--- src/rtl/diff_io_seq.sv ---
// Power-up/power-down sequencer for a bank of differential I/O channels (I_BUF_DS -> DFFRE -> O_BUFT_DS).
// Optional saturating abort counter on fault_cnt_o when DIFF_IO_SEQ_FAULT_CNT_EN is defined.
module diff_io_seq #(
    parameter int NUM_CH        = 4,
    parameter int SETTLE_CYCLES = 16,
    parameter int CNT_W         = 8
) (
    input  logic              clk_i,
    input  logic              rst_ni,
    input  logic              start_i,
    input  logic              stop_i,
    input  logic              clk_ok_i,
    output logic [NUM_CH-1:0] ibuf_en_o,
    output logic              capture_en_o,
    output logic              obuf_oe_o,
    output logic              ready_o,
    output logic              busy_o,
    output logic              fault_o
`ifdef DIFF_IO_SEQ_FAULT_CNT_EN
    ,
    output logic [7:0]        fault_cnt_o
`endif
);

    typedef enum logic [2:0] {
        IDLE     = 3'd0,
        EN_IN    = 3'd1,
        FLUSH    = 3'd2,
        RUN      = 3'd3,
        SHUT_OUT = 3'd4,
        SHUT_CAP = 3'd5,
        SHUT_IN  = 3'd6
    } state_e;

    localparam logic [CNT_W-1:0]  SETTLE_LAST = CNT_W'(SETTLE_CYCLES - 1);
    localparam logic [CNT_W-1:0]  FLUSH_LAST  = CNT_W'(1);
    localparam logic [NUM_CH-1:0] ALL_ON      = '1;
    localparam logic [NUM_CH-1:0] CH0_ON      = NUM_CH'(1);

    state_e            state_q, state_d;
    logic [NUM_CH-1:0] ibuf_q, ibuf_d;
    logic              cap_q, cap_d;
    logic              oe_q, oe_d;
    logic              fault_q, fault_d;
    logic [CNT_W-1:0]  cnt_q, cnt_d;
    logic [1:0]        rst_sync_q;
    logic              rst_n;
    logic              up_phase;
    logic              abort;

    // Reset asserts asynchronously but releases on a clock edge.
    always_ff @(posedge clk_i or negedge rst_ni) begin
        if (!rst_ni) rst_sync_q <= 2'b00;
        else         rst_sync_q <= {rst_sync_q[0], 1'b1};
    end
    assign rst_n = rst_sync_q[1];

    assign up_phase = (state_q == EN_IN) || (state_q == FLUSH) || (state_q == RUN);
    assign abort    = up_phase && (stop_i || !clk_ok_i);

    always_ff @(posedge clk_i or negedge rst_n) begin
        if (!rst_n) begin
            state_q <= IDLE;
            ibuf_q  <= '0;
            cap_q   <= 1'b0;
            oe_q    <= 1'b0;
            fault_q <= 1'b0;
            cnt_q   <= '0;
        end else begin
            state_q <= state_d;
            ibuf_q  <= ibuf_d;
            cap_q   <= cap_d;
            oe_q    <= oe_d;
            fault_q <= fault_d;
            cnt_q   <= cnt_d;
        end
    end

    always_comb begin
        state_d = state_q;
        case (state_q)
            IDLE:     if (start_i && !stop_i && clk_ok_i) state_d = EN_IN;
            EN_IN: begin
                if (abort)                                           state_d = SHUT_OUT;
                else if (cnt_q == SETTLE_LAST && ibuf_q == ALL_ON)   state_d = FLUSH;
            end
            FLUSH: begin
                if (abort)                    state_d = SHUT_OUT;
                else if (cnt_q == FLUSH_LAST) state_d = RUN;
            end
            RUN:      if (abort) state_d = SHUT_OUT;
            // Skip the capture step when the capture registers were never enabled.
            SHUT_OUT: state_d = cap_q ? SHUT_CAP : SHUT_IN;
            SHUT_CAP: state_d = SHUT_IN;
            SHUT_IN:  if (ibuf_q == '0) state_d = IDLE;
            default:  state_d = IDLE;
        endcase
    end

    always_comb begin
        ibuf_d  = ibuf_q;
        cap_d   = cap_q;
        oe_d    = oe_q;
        fault_d = fault_q;
        cnt_d   = cnt_q;
        case (state_q)
            IDLE: begin
                if (state_d == EN_IN) begin
                    ibuf_d  = CH0_ON;
                    cnt_d   = '0;
                    fault_d = 1'b0;
                end
            end
            EN_IN, FLUSH, RUN: begin
                if (abort) begin
                    oe_d  = 1'b0;
                    cnt_d = '0;
                    if (!clk_ok_i) fault_d = 1'b1;
                end else if (state_q == EN_IN) begin
                    if (cnt_q == SETTLE_LAST) begin
                        cnt_d = '0;
                        if (ibuf_q == ALL_ON) cap_d = 1'b1;
                        else                  ibuf_d = (ibuf_q << 1) | CH0_ON;
                    end else begin
                        cnt_d = cnt_q + CNT_W'(1);
                    end
                end else if (state_q == FLUSH) begin
                    if (cnt_q == FLUSH_LAST) begin
                        oe_d  = 1'b1;
                        cnt_d = '0;
                    end else begin
                        cnt_d = cnt_q + CNT_W'(1);
                    end
                end
            end
            // The enable mask is contiguous, so a right shift drops the highest set bit.
            SHUT_OUT: begin
                if (cap_q) cap_d  = 1'b0;
                else       ibuf_d = ibuf_q >> 1;
            end
            SHUT_CAP, SHUT_IN: ibuf_d = ibuf_q >> 1;
            default: begin
                ibuf_d = '0;
                cap_d  = 1'b0;
                oe_d   = 1'b0;
            end
        endcase
    end

    assign ibuf_en_o    = ibuf_q;
    assign capture_en_o = cap_q;
    assign obuf_oe_o    = oe_q;
    assign ready_o      = (state_q == RUN);
    assign busy_o       = (state_q != IDLE) && (state_q != RUN);
    assign fault_o      = fault_q;

`ifdef DIFF_IO_SEQ_FAULT_CNT_EN
    logic [7:0] fault_cnt_q;
    logic       clk_abort;

    assign clk_abort = up_phase && !clk_ok_i;

    always_ff @(posedge clk_i or negedge rst_n) begin
        if (!rst_n)                                 fault_cnt_q <= 8'd0;
        else if (clk_abort && fault_cnt_q != 8'hFF) fault_cnt_q <= fault_cnt_q + 8'd1;
    end
    assign fault_cnt_o = fault_cnt_q;
`endif

    a_oe_needs_cap: assert property (@(posedge clk_i) disable iff (!rst_n)
        oe_q |-> cap_q);
    a_cap_needs_all_in: assert property (@(posedge clk_i) disable iff (!rst_n)
        cap_q |-> (ibuf_q == ALL_ON));
    a_mask_contiguous: assert property (@(posedge clk_i) disable iff (!rst_n)
        ((ibuf_q + CH0_ON) & ibuf_q) == '0);

endmodule

--- config.mk ---
export PLATFORM = sky130hd
export DESIGN_NAME = diff_io_seq
export DESIGN_NICKNAME = d
export VERILOG_FILES = /design/src/rtl/diff_io_seq.sv
export SDC_FILE = /design/constraint.sdc
export NUM_CORES = 1
export LEC_CHECK = 0
export BUFFER_PORTS_ARGS = -buffer_cell sky130_fd_sc_hd__buf_4
export CORE_MARGIN = 1.5
export CORE_UTILIZATION = 40
export CTS_BUF_LIST = sky130_fd_sc_hd__clkbuf_16
export DETAILED_ROUTE_END_ITERATION = 6
export GPL_TIMING_DRIVEN = 0
export PLACE_DENSITY = 0.55
export SLEW_MARGIN = 20
export SYNTH_ARGS = -nofsm -noshare
export SYNTH_HDL_FRONTEND = slang
export SYNTH_SLANG_ARGS = --single-unit
--- constraint.sdc ---
create_clock -name clk_i -period 1.3 [get_ports clk_i]
set_input_delay 0.26 -clock clk_i [delete_from_list [all_inputs] [get_ports clk_i]]
set_output_delay 0.26 -clock clk_i [all_outputs]
set_load 0.05 [all_outputs]
Word-level counts from Yosys, hierarchy flattened

Cells that the tools add are included.

Word-level logic and storage cells: 94
Input bits: 5
Output and inout bits: 9
Bits in registers: 20

Reductions and logical operators: 23
Equal/unequal tests: 24
Bitwise operators: 2
Add/sub/neg operators: 1
Muxes and demuxes: 37

Operators by type and width:

| operator                                             | count |
|---|---|
| 2-to-1 mux 8 bit                                     | 6 |
| 2-to-1 mux 4 bit                                     | 6 |
| 2-to-1 mux 3 bit                                     | 7 |
| case mux 3 bit (7 select lines)                      | 1 |
| != test 2 bit (second input constant)                | 9 |
| case mux 4 bit (4 select lines)                      | 1 |
| case mux 8 bit (2 select lines)                      | 1 |
| 2-to-1 mux 1 bit                                     | 11 |
| equality test 3 bit (second input constant)          | 3 |
| != test 3 bit (second input constant)                | 3 |
| adder 8 x 1 -> 8 bit (second input constant)         | 1 |
| equality test 8 x 1 -> 1 bit (second input constant) | 1 |
| equality test 8 x 4 -> 1 bit (second input constant) | 1 |
| AND reduction 4 bit                                  | 2 |
| equality test 3 x 1 -> 1 bit (second input constant) | 2 |
| equality test 3 x 2 -> 1 bit (second input constant) | 2 |
| case mux 1 bit (2 select lines)                      | 3 |
| AND reduction 6 bit                                  | 1 |
| OR reduction 3 bit                                   | 2 |
| logical AND 1 bit                                    | 5 |
| AND reduction 5 bit                                  | 1 |
| equality test 4 bit (second input constant)          | 1 |
| zero test 4 bit                                      | 1 |
| != test 4 bit (second input constant)                | 1 |
| other kinds (11)                                     | 15 |

Logic depth before layout (Yosys ltp)

Word-level depth: 9
Gate-level depth with buffers: 9
Gate-level depth less buffers: 8

Least setup slack after synthesis

OpenSTA, ideal clock, no wires.

Path type: register to register
Start point: register ibuf_q[2] (netlist: ibuf_en_o[2])
End point: register cnt_q[4]
Library setup time: 0.125 ns
Setup slack: -0.736 ns
Data arrival time: 1.912 ns
Stages on the path, launching flop included: 9
Path through: dfrtp_1 -> nor4_1 -> nor2_1 -> o21a_1 -> nor2_2 -> inv_1 -> buf_2 -> a311oi_1 -> nand2_1

Word-level cells in the longest chain between the ends: 8

RTL lines:

| element                             | RTL line | RTL |
|---|---|---|
| start: declaration                  | 41       | `logic [NUM_CH-1:0] ibuf_q, ibuf_d;` |
| start signal: assignment            | 71       | `ibuf_q <= ibuf_d;` |
| equality test 4 bit                 | 85       | `else if (cnt_q == SETTLE_LAST && ibuf_q == ALL_ON) state_d = FLUSH;` |
| logical AND 1 bit                   | 85       |  |
| 2-to-1 mux 3 bit                    | 85       |  |
| 2-to-1 mux 3 bit                    | 84       | `if (abort) state_d = SHUT_OUT;` |
| case mux 3 bit (7 select lines) (*) | 81       | `case (state_q)` |
| via state_d[1]                      | 40       | `state_e state_q, state_d;` |
| equality test 3 x 1 -> 1 bit (*)    | 108      | `if (state_d == EN_IN) begin` |
| != test 2 bit (no line) (*)         | -        |  |
| AND reduction 3 bit (no line) (*)   | -        |  |
| end signal: assignment              | 75       | `cnt_q <= cnt_d;` |
| end: declaration                    | 45       | `logic [CNT_W-1:0] cnt_q, cnt_d;` |

The timed path passes the listed nets; every way through them passes the cells marked *.
A chain may end at the register's enable or synchronous reset.

Worst setup path in the final report

Start point: register cnt_q[5]
End point: register ibuf_q[3] (netlist: ibuf_en_o[3])

Word-level cells in the longest chain between the ends: 8

RTL lines:

| element                           | RTL line |
|---|---|
| equality test 8 x 4 -> 1 bit      | 85, 120 |
| logical AND 1 bit                 | 85 |
| 2-to-1 mux 3 bit                  | 85 |
| 2-to-1 mux 3 bit                  | 84 |
| case mux 3 bit (7 select lines)   | 81 |
| equality test 3 x 1 -> 1 bit      | 108 |
| != test 2 bit (no line)           | - |
| AND reduction 6 bit (no line) (*) | - |

Every way passes the cells marked *; elsewhere a longest branch is shown, timed or not.

==> results.txt <==
Crit-path cells -> nor4_4, buf_4, nand2_2, or4_4, a21oi_4, or2b_1, nand3_1
Post-Route Skew -> 0.00492 ns
Worst path depth -> 7
Hold endpoint -> fault_o
Max clock buf depth -> 2
DR vias -> 1416
Hold path cells -> 2
Critical path buffers and inverters -> 1
H-tree lvl count -> 1
Max stage delay cell, worst path -> or4_4
Synth area leader -> dfrtp_1
Total CTS buffers -> 3
Dpl cells -> 223
Slew headroom -> 0.472
GP Congestion -> 0.823
Worst R2R Setup Slack -> -0.64 ns
EDFF count, synth -> 0
Most frequent cells in the layout -> buf_4 (25), nand2_1 (18), nand3_1 (15)
Pre-antenna DRT Iters -> 4
Post-route ant nets -> 0
Overall power -> 3.49 mW
Final nets -> 205
Fmax -> 516 MHz
Final hold vios -> 0
Synth warn -> 0
Hold crit path type -> input pin to register
CP delay by family, top -> simple AND/OR/NAND/NOR gates
Worst vdd ir -> 801 uV
Endpoints failing setup -> 18
CP endpoint kind -> register
Syn-to-layout area delta -> 42.9%
Most common cell after layout, fill and taps aside -> buf_4
Met3 wire len -> 74 um
Ant diodes -> 0
CTS tree -> done
RR Endpoint -> ibuf_en_o[3]
Worst Tran Pin Value -> 0.792 ns
Total grt overflow -> 0
Clock root buffer -> clkbuf_16
Port Buffers -> 13
Max Used Layer -> met4
Pwr dens -> 1750 nW/um^2
Gr usage total -> 0.227
Fin. max-slew vios -> 0
1st-iter DRT viols -> 79
Metal2 WL -> 2060 um
Failing checks -> setup timing
Worst Path Max Fanout -> 7
FP Rows -> 21
Hold path startpoint -> clk_ok_i
Post-route insts no fill -> 243
Synth Instances -> 164
Worst EP required -> 1.43 ns
Die X-Extent -> 62.0 um
Main flop type after synthesis -> dfrtp_1
R2r startpoint -> cnt_q[5]
Final setup margin -> -0.636 ns
Number of clock sinks -> 20
Die height -> 62.0 um
Post-synth top area share -> 0.359
Vias in the first global route -> 1410
Syn Area/Cell -> 8.50 sq um
Syn_nets -> 171
Hpwl dp -> 2550 um
First-pass GRT wire length -> 6390 um
Tmin final -> 1.94 ns
Maximum number of pins on one net before global-route repair -> 19
WL/cell -> 16.0 um
Total Wirelength -> 3890 um
Ys async rst share -> 1.00
Min Hold Slack -> 0.200 ns
DRC viols -> 0
Register bit total from synthesis -> 20
Initial Utilization -> 0.418
Post-Route M1 WL -> 1690 um
Leak -> 0.801 nW
Largest stage delay, worst path -> 0.43 ns
Die area -> 3850 sq um
MaxCap Viol Count -> 0
Clk Latency, worst-skew pair -> 0.25 ns
Synth top area cells -> dfrtp_1 (36%), nand3_1 (6.1%), nand2_1 (5.7%)
Status -> finished with violations
Reg clk slew, reported paths -> 0.06 ns
Ports -> 14
Pre-CTS setup slack -> -0.748 ns
Setup crit start kind -> register
Via-to-Cell Ratio -> 5.83
Crit Path Class -> register to register
Fraction of layout cells with a size suffix above 1 -> 0.437
RSZ-0062 raised after global routing -> yes
Mapped Area -> 1390 sq um
Sequential area share after synthesis -> 0.359
Core Footprint -> 3340 sq um
Reg2reg path depth -> 7
CP Data Arrival Time -> 2.07 ns
Final worst path period share -> 1.49
Setup TNS -> -7.87 ns
Synth unique cells -> 47
Initial antenna violation count -> 0
timing repair:
action,CTS,global route
hold buffers,1,0
setup buffers,14,3
setup endpoints to repair,19,19
gates cloned,1,0
endpoints found under the hold margin,2,0
resized for setup,29,14
pin swaps,17,3
routing by layer:
layer  vias to the layer above  global-route usage
met5                         -                   0
met3                         9              0.0311
met1                       710               0.274
li1                        677                   -
met4                         0              0.0881
met2                        20               0.406
synthesized netlist by cell type (all sizes together), types with 5 or more instances:
library cell / n
nand2: 22
dfrtp: 20
nand3: 17
buf: 11
nor2: 9
a21oi: 7
nor3: 7
a32oi: 6
o21ai: 6
a31oi: 5
inv: 5
nor4: 5
cell type report:
class,instances,area (sq um)
Fill cell,306,1350
Multi-Input combinational cell,128,980
Sequential cell,20,510
Timing Repair Buffer,31,262
Buffer,9,85.1
Clock buffer,3,75.1
Tap cell,46,57.6
Inverter,5,18.8
Clock inverter,1,3.75
power by group:
group          leakage, nW  total (mW)  internal [mW]  switching (mW)
sequential           0.254       0.930          0.746           0.185
combinational        0.505        1.92          0.762            1.16
clock               0.0423       0.639          0.410           0.229
total                0.801        3.49           1.92            1.57
sequential cells by signal, summed over array words and instances, names as in the netlist:
signal and flops:
fault_o 1, obuf_oe_o 1, rst_sync_q 2, cnt_q 8, ibuf_en_o 4, capture_en_o 1, state_q 3
how the worst max path moves through the flow:
stage,startpoint,to,slack (ns)
2_1_floorplan,cnt_q[4],ibuf_en_o[3],-0.55
3_5_place_dp,cnt_q[4],ibuf_en_o[3],-0.75
3_3_place_gp,cnt_q[4],ibuf_en_o[3],-0.70
4_1_cts,cnt_q[5],ibuf_en_o[3],-0.69
5_1_grt,cnt_q[5],ibuf_en_o[3],-0.73
6_report,cnt_q[5],ibuf_en_o[3],-0.64
metrics by stage:
step / utilization / area, sq um
6_report: 0.597 / 1990
5_1_grt: 0.597 / 1990
4_1_cts: 0.584 / 1950
3_5_place_dp: 0.489 / 1630
3_3_place_gp: 0.489 / 1630
2_1_floorplan: - / 1480
cell families after synthesis:
| logic type | after synthesis | synth area share |
|---|---|---|
| buf+inv | 16 | 0.0628 |
| other cells | 1 | 0.00269 |
| compound gates | 43 | 0.230 |
| simple gates | 81 | 0.321 |
| fa+ha+maj | 2 | 0.0180 |
| flops | 20 | 0.359 |
| xor+xnor | 1 | 0.00628 |
Note: power is estimated with default switching activity, not from simulation.
